## src/rtl/seg_display_ctrl.sv

```systemverilog
// Front-panel display controller: BUS LEDs, a multi-digit hex/decimal readout with
// sequential double-dabble conversion, and a timestep digit with a blinking DONE point.
`timescale 1ns/1ps
module seg_display_ctrl #(
   parameter int DATA_W     = 10,
   parameter int NUM_DIGITS = 4,
   parameter int TIME_W     = 2,
   parameter int BLINK_DIV  = 25000000
) (
   input  logic                    CLK,
   input  logic                    RST,
   input  logic [DATA_W-1:0]       BUS,
   input  logic [DATA_W-1:0]       REG,
   input  logic [TIME_W-1:0]       TIME,
   input  logic                    PEEKb,
   input  logic                    DONE,
   input  logic                    DEC_MODE,
   output logic [DATA_W-1:0]       LED_B,
   output logic [7*NUM_DIGITS-1:0] DHEX,
   output logic [7:0]              THEX,
   output logic                    BUSY
);

   localparam int FIELD_W = 4*NUM_DIGITS;
   localparam int CNT_W   = $clog2(DATA_W+1);
   localparam int BLINK_W = $clog2(BLINK_DIV+1);

   typedef enum logic [1:0] {IDLE, CONVERT, UPDATE} state_t;
   state_t state, state_next;

   logic [DATA_W-1:0]       sel, lat_val, bin;
   logic                    lat_dec, dirty, ovf, changed, latch, seen, unlit;
   logic [FIELD_W-1:0]      field, field_adj;
   logic [CNT_W-1:0]        cnt;
   logic [7*NUM_DIGITS-1:0] disp;
   logic [BLINK_W-1:0]      blink_cnt;

   function automatic logic [6:0] glyph(input logic [3:0] d);
      case (d)
         4'h0: glyph = 7'h40;  4'h1: glyph = 7'h79;  4'h2: glyph = 7'h24;  4'h3: glyph = 7'h30;
         4'h4: glyph = 7'h19;  4'h5: glyph = 7'h12;  4'h6: glyph = 7'h02;  4'h7: glyph = 7'h78;
         4'h8: glyph = 7'h00;  4'h9: glyph = 7'h10;  4'hA: glyph = 7'h08;  4'hB: glyph = 7'h03;
         4'hC: glyph = 7'h46;  4'hD: glyph = 7'h21;  4'hE: glyph = 7'h06;
         default: glyph = 7'h0E;
      endcase
   endfunction

   assign sel     = PEEKb ? BUS : REG;
   assign changed = (sel != lat_val) || (DEC_MODE != lat_dec);

   always_ff @(posedge CLK) begin
      if (RST) state <= IDLE;
      else     state <= state_next;
   end

   always_comb begin
      state_next = state;
      BUSY       = 1'b0;
      latch      = 1'b0;
      case (state)
         IDLE: begin
            if (dirty || changed) begin
               latch      = 1'b1;
               state_next = CONVERT;
            end
         end
         CONVERT: begin
            BUSY = 1'b1;
            if (!lat_dec || cnt == CNT_W'(DATA_W-1)) state_next = UPDATE;
         end
         UPDATE: begin
            BUSY       = 1'b1;
            state_next = IDLE;
         end
         default: state_next = IDLE;
      endcase
   end

   // Add-3 correction applied to every BCD digit before each shift.
   always_comb begin
      field_adj = field;
      for (int i = 0; i < NUM_DIGITS; i++) begin
         if (field[4*i +: 4] >= 4'd5) field_adj[4*i +: 4] = field[4*i +: 4] + 4'd3;
      end
   end

   // A 1 leaving the top BCD digit means the value needs more digits than exist.
   always_ff @(posedge CLK) begin
      if (RST) begin
         dirty   <= 1'b1;
         lat_val <= '0;
         lat_dec <= 1'b0;
         bin     <= '0;
         field   <= '0;
         ovf     <= 1'b0;
         cnt     <= '0;
         LED_B   <= '0;
         DHEX    <= {NUM_DIGITS{7'h7F}};
      end else begin
         LED_B <= BUS;
         if (latch) begin
            dirty   <= 1'b0;
            lat_val <= sel;
            lat_dec <= DEC_MODE;
            bin     <= sel;
            field   <= '0;
            ovf     <= 1'b0;
            cnt     <= '0;
         end else if (state == CONVERT) begin
            if (lat_dec) begin
               field <= {field_adj[FIELD_W-2:0], bin[DATA_W-1]};
               bin   <= bin << 1;
               ovf   <= ovf | field_adj[FIELD_W-1];
               cnt   <= cnt + 1'b1;
            end else begin
               field <= FIELD_W'(lat_val);
            end
         end else if (state == UPDATE) begin
            DHEX <= disp;
         end
      end
   end

   // Leading-zero blanking scans from the top digit; digit 0 is always shown.
   always_comb begin
      seen = 1'b0;
      disp = '1;
      for (int i = NUM_DIGITS-1; i >= 0; i--) begin
         if (field[4*i +: 4] != 4'd0 || i == 0) seen = 1'b1;
         if (ovf)       disp[7*i +: 7] = 7'h3F;
         else if (seen) disp[7*i +: 7] = glyph(field[4*i +: 4]);
         else           disp[7*i +: 7] = 7'h7F;
      end
   end

   // Holding the counter at zero while DONE is low makes every rising edge start lit.
   always_ff @(posedge CLK) begin
      if (RST) begin
         THEX      <= 8'hFF;
         blink_cnt <= '0;
         unlit     <= 1'b0;
      end else begin
         THEX[6:0] <= glyph(4'(TIME));
         if (!DONE) begin
            blink_cnt <= '0;
            unlit     <= 1'b0;
            THEX[7]   <= 1'b1;
         end else begin
            THEX[7] <= unlit;
            if (blink_cnt == BLINK_W'(BLINK_DIV-1)) begin
               blink_cnt <= '0;
               unlit     <= ~unlit;
            end else begin
               blink_cnt <= blink_cnt + 1'b1;
            end
         end
      end
   end

endmodule

```

## config.mk

```make
export PLATFORM = sky130hd
export DESIGN_NAME = seg_display_ctrl
export DESIGN_NICKNAME = d
export VERILOG_FILES = /design/src/rtl/seg_display_ctrl.sv
export SDC_FILE = /design/constraint.sdc
export NUM_CORES = 1
export LEC_CHECK = 0
export CORE_MARGIN = 2
export CORE_UTILIZATION = 35
export CTS_BUF_LIST = sky130_fd_sc_hd__clkbuf_16
export CTS_CLUSTER_DIAMETER = 40
export CTS_CLUSTER_SIZE = 28
export DETAILED_ROUTE_END_ITERATION = 16
export PLACE_DENSITY_LB_ADDON = 0.08
export SETUP_SLACK_MARGIN = 0.5
export SYNTH_ARGS = -nofsm -noshare
export SYNTH_HDL_FRONTEND = slang
export SYNTH_SLANG_ARGS = --single-unit
export TNS_END_PERCENT = 1
```

## constraint.sdc

```tcl
create_clock -name CLK -period 7.7 [get_ports CLK]
set_clock_uncertainty 0.15 [all_clocks]
set_input_delay 1.54 -clock CLK [delete_from_list [all_inputs] [get_ports CLK]]
set_output_delay 1.54 -clock CLK [all_outputs]
set_load 0.02 [all_outputs]
```

Word level (Yosys, flattened, before mapping)
Memory sizes are Yosys's and may differ from the RTL's. A register that Yosys moved wholly into a read port is not among the register bits.
Cells that the tools add are included.
Operators by class
  add/sub/neg operators: 6
  muxes and demuxes: 34
  equality and inequality tests: 11
  bitwise logic cells: 5
  reduce and logical (&&, ||, !) cells: 19
  magnitude comparators: 4
Operators by type and width (count)
  7-bit two-way mux: 7
  4-bit two-way mux: 12
  10-bit two-way mux: 4
  7-bit one-hot mux with 4 select lines: 1
  25-bit by 1-bit adder with 25-bit output (second input constant): 1
  25-bit == test (second input constant): 1
  4-bit by 2-bit adder with 4-bit output (second input constant): 4
  4-bit by 3-bit >= comparator with 1-bit output (second input constant): 4
  16-bit two-way mux: 1
  4-bit nonzero test: 3
  10-bit inequality test: 1
  2-bit == test (second input constant): 3
  1-bit two-way mux: 6
  2-bit AND reduction: 3
  2-bit OR reduction: 3
  4-bit by 1-bit adder with 4-bit output (second input constant): 1
  2-bit by 1-bit == test with 1-bit output (second input constant): 2
  4-bit == test (second input constant): 1
  2-bit logical NOT: 2
  2-bit two-way mux: 2
  2-bit inequality test (second input constant): 2
  1-bit inverter: 4
  2-bit one-hot mux with 2 select lines: 1
  2-bit nonzero test: 2
  other kinds (6): 8
Word-level totals
  memories kept: 4
  output and inout port bits: 47
  flip-flop bits (word level): 117
  memory bits (read-only): 448
  input port bits: 27
Memories
  (no name shown): depth 16, bits a word 7, rd ports 1, clocked after Yosys merged registers in 1, write ports 0, RTL line 39  | case (d)
  (no name shown): depth 16, bits a word 7, rd ports 1, clocked after Yosys merged registers in 1, write ports 0, RTL line 39
  (no name shown): depth 16, bits a word 7, rd ports 1, clocked after Yosys merged registers in 1, write ports 0, RTL line 39
  (no name shown): depth 16, bits a word 7, rd ports 1, clocked after Yosys merged registers in 1, write ports 0, RTL line 39

Longest topological paths before layout
  depth after elaboration: 8
  depth in mapped cells: 14
  depth with buffers taken out: 13

Worst setup path before layout
OpenSTA, ideal clock, no wires.
  kind: input to register
  start point: in PEEKb
  end point: reg (tool-made name)
  buffers on the path: 3
  stages: 12
  slack: 3402 ps
  data arrival time: 4081 ps
  cell sequence: buf_6 mux2i_2 xnor2_1 nor4_4 a41oi_2 buf_6 clkbuf_1 nor2_1 inv_1 ha_1 or4_4 o21ai_2
RTL lines
  start, declared: RTL line 15  | input logic PEEKb,

==> results.tsv <==
metric	value	unit
status	finished clean	
Hold Buf Count CTS	0	
Max Freq	183.2	MHz
synthesized net count	820	
hold crit path type	reg2reg	
Pre-antenna DRT Iters	5	
initial antenna violation count	0	
DRT iter0 DRCs	242	
synthesized flop and latch total	144	
Final Hold Fails	0	
final antenna-violating net count	0	
area of the multi-input gates	3560	sq um
Synth area leader	dfxtp_1	
Slew @ Worst Pin	1.025	ns
post-synth cell types	63	
post-synth top area share	42.81	%
dpl cell area	7669	sq um
family with the most delay on the worst path	simple AND/OR/NAND/NOR gates	
Synth Instances	752	
CTS tree	built	
Max clock buf depth	2	
WP data required	7.86	ns
pin count of the biggest net entering global routing	36	
Final Util	43.90	%
All-Layer GR Usage	16.57	%
count of input and output buffers	73	
ys async rst share	0	%
Yosys warning count	0	
total core area	18770	sq um
fin area	8239	sq um
vias after detailed routing	5445	
most frequent cells in the layout	144 x dfxtp_1, 97 x nor2_1, 73 x clkdlybuf4s50_1	
Initial Util	35.88	%
clk slew on worst S/H paths	0.06	ns
Tmin final	5.457	ns
Worst Slack Setup Final	2.243	ns
Worst Path Buf+Inv	1	
Final setup viols	0	
GP Congestion	0.8650	
detailed-route wire length	16220	um
maxcap violations	0	
pre-CTS setup slack	1.805	ns
Die Width	142.7	um
fillers	1837	
vias per cell	5.122	
Crit-path slowest cell	clkdlybuf4s50_1	
later-pin clock latency in the skew report	0.42	ns
number of global-route vias before repair	5364	
Syn Area/Cell	8.955	sq um
Peak VDD IR	0.1430	mV
DP HPWL	11780	um
first-pass GRT wire length	26680	um
Crit Path Max Fanout	18	
CTS-repair resized insts	0	
Max Slew Vio Count	0	
I/O pin count	74	
final period utilization	70.87	%
crit path cell chain	clkdlybuf4s50_1 -> mux2i_1 -> xnor2_1 -> nor4_4 -> a31oi_2 -> nor2_1 -> nand2b_1 -> ha_1 -> nor4_1 -> a21oi_1 -> o221a_2	
area delta synth->final	22.35	%
die height	142.7	um
Reg area	2883	sq um
routed length per instance	15.26	um
die area	20360	sq um
RSZ-0062 raised after global routing	no	
H-tree level count	4	
Seq/Total Area, Yosys	42.81	%
WS Path Type	in2reg	
share of cells above drive strength 1	7.479	%
n_diodes	0	
dominant synthesized flop cell	dfxtp_1	
Setup TNS	0	ns
largest cells by area after synthesis	dfxtp_1 43%, ha_1 7.6%, nor2_1 5.4%	
EDFF count, synth	0	
fin nets	884	
CTS root buf	clkbuf_16	
PwrDens	228.1	nW/um^2
Hold Slack	0.2882	ns
commonest non-fill, non-tap cell in the layout	dfxtp_1	
CP startpoint kind	input port	
Critical Path End Type	register	
cts bufs inserted	17	
DRC	0	
GRT overflow	0	
Max stage delay on crit path	0.85	ns
Crit path arrival time	5.61	ns
Max-slew headroom	31.58	%
number of post-CTS setup repair buffers	0	
CTS sink count	144	
static leakage	3.078	nW
num rows	50	
synthesized area	6734	sq um
==> final timing paths <==
check	startpoint	slack (ns)	endpoint	depth (start not counted)
worst max-delay path	PEEKb	2.24	register	11
worst min-delay path	blink_cnt[0]	0.29	blink_cnt[0]	1
worst max register to register	state[1]	3.93	register	12
worst min register to register	blink_cnt[0]	0.29	blink_cnt[0]	1
==> metal layers <==
metal | up-vias | track usage [%] | wire, um
met5 | - | 0 | 0
met4 | 0 | 4.638 | 133
met3 | 4 | 4.225 | 472
met2 | 85 | 29.05 | 8103
met1 | 2604 | 20.10 | 7510
li1 | 2752 | - | -
==> layout make-up <==
class	count	share of cell area, %
Sequential cell	144	34.99
Timing Repair Buffer	81	9.598
Clock buffer	17	5.163
Tap cell	234	3.554
Clock inverter	15	1.762
Inverter	38	1.731
Multi-Input combinational cell	534	43.20
==> logic make-up (layout without fill, tap and decap cells) <==
group / count (synthesis) / in the layout / synth area share [%]
buffers and inverters: 74 / 151 / 4.496
AO/OA/AOI/OAI: 165 / 165 / 16.91
XOR/XNOR: 44 / 44 / 5.723
AND/OR/NAND/NOR: 255 / 255 / 17.95
flip-flops: 144 / 144 / 42.81
multiplexers: 29 / 29 / 4.496
adder cells (fa/ha/maj): 41 / 41 / 7.618
==> metrics by stage <==
step,instances,power [mW]
4_1_cts,1063,1.902
6_report,1063,1.880
3_3_place_gp,1031,1.097
2_1_floorplan,752,1.007
5_1_grt,1063,1.968
3_5_place_dp,1031,1.099
==> cell usage after synthesis, drive strengths merged, types with 6 or more instances <==
library cell,count
a2bb2oi,6
nand4,9
clkbuf,24
nand2b,8
mux2i,22
nand3,14
xnor2,23
o22ai,31
or3,7
buf,12
ha,41
inv,38
a31oi,19
xor2,21
a211oi,11
a21o,14
nor2b,19
nor2,97
dfxtp,144
a21oi,23
mux2,7
nand2,70
o21ai,23
==> worst reg2reg max path, stage by stage (launching register included) <==
cell and delay, ns:
dfxtp_1 0.32, inv_1 0.10, ha_1 0.15, buf_4 0.32, and2_1 0.69, o311ai_0 0.28, o22ai_1 0.39, nor2b_1 0.27
inv_1 0.12, ha_1 0.31, mux2_2 0.27, o22ai_1 0.15, a2bb2oi_1 0.09
==> power breakdown <==
part           switching, mW  total, mW  internal [mW]
clock network          0.324      0.797          0.473
logic                  0.160      0.269          0.109
registers             0.0280      0.813          0.785
(Power assumes the default switching activity.)
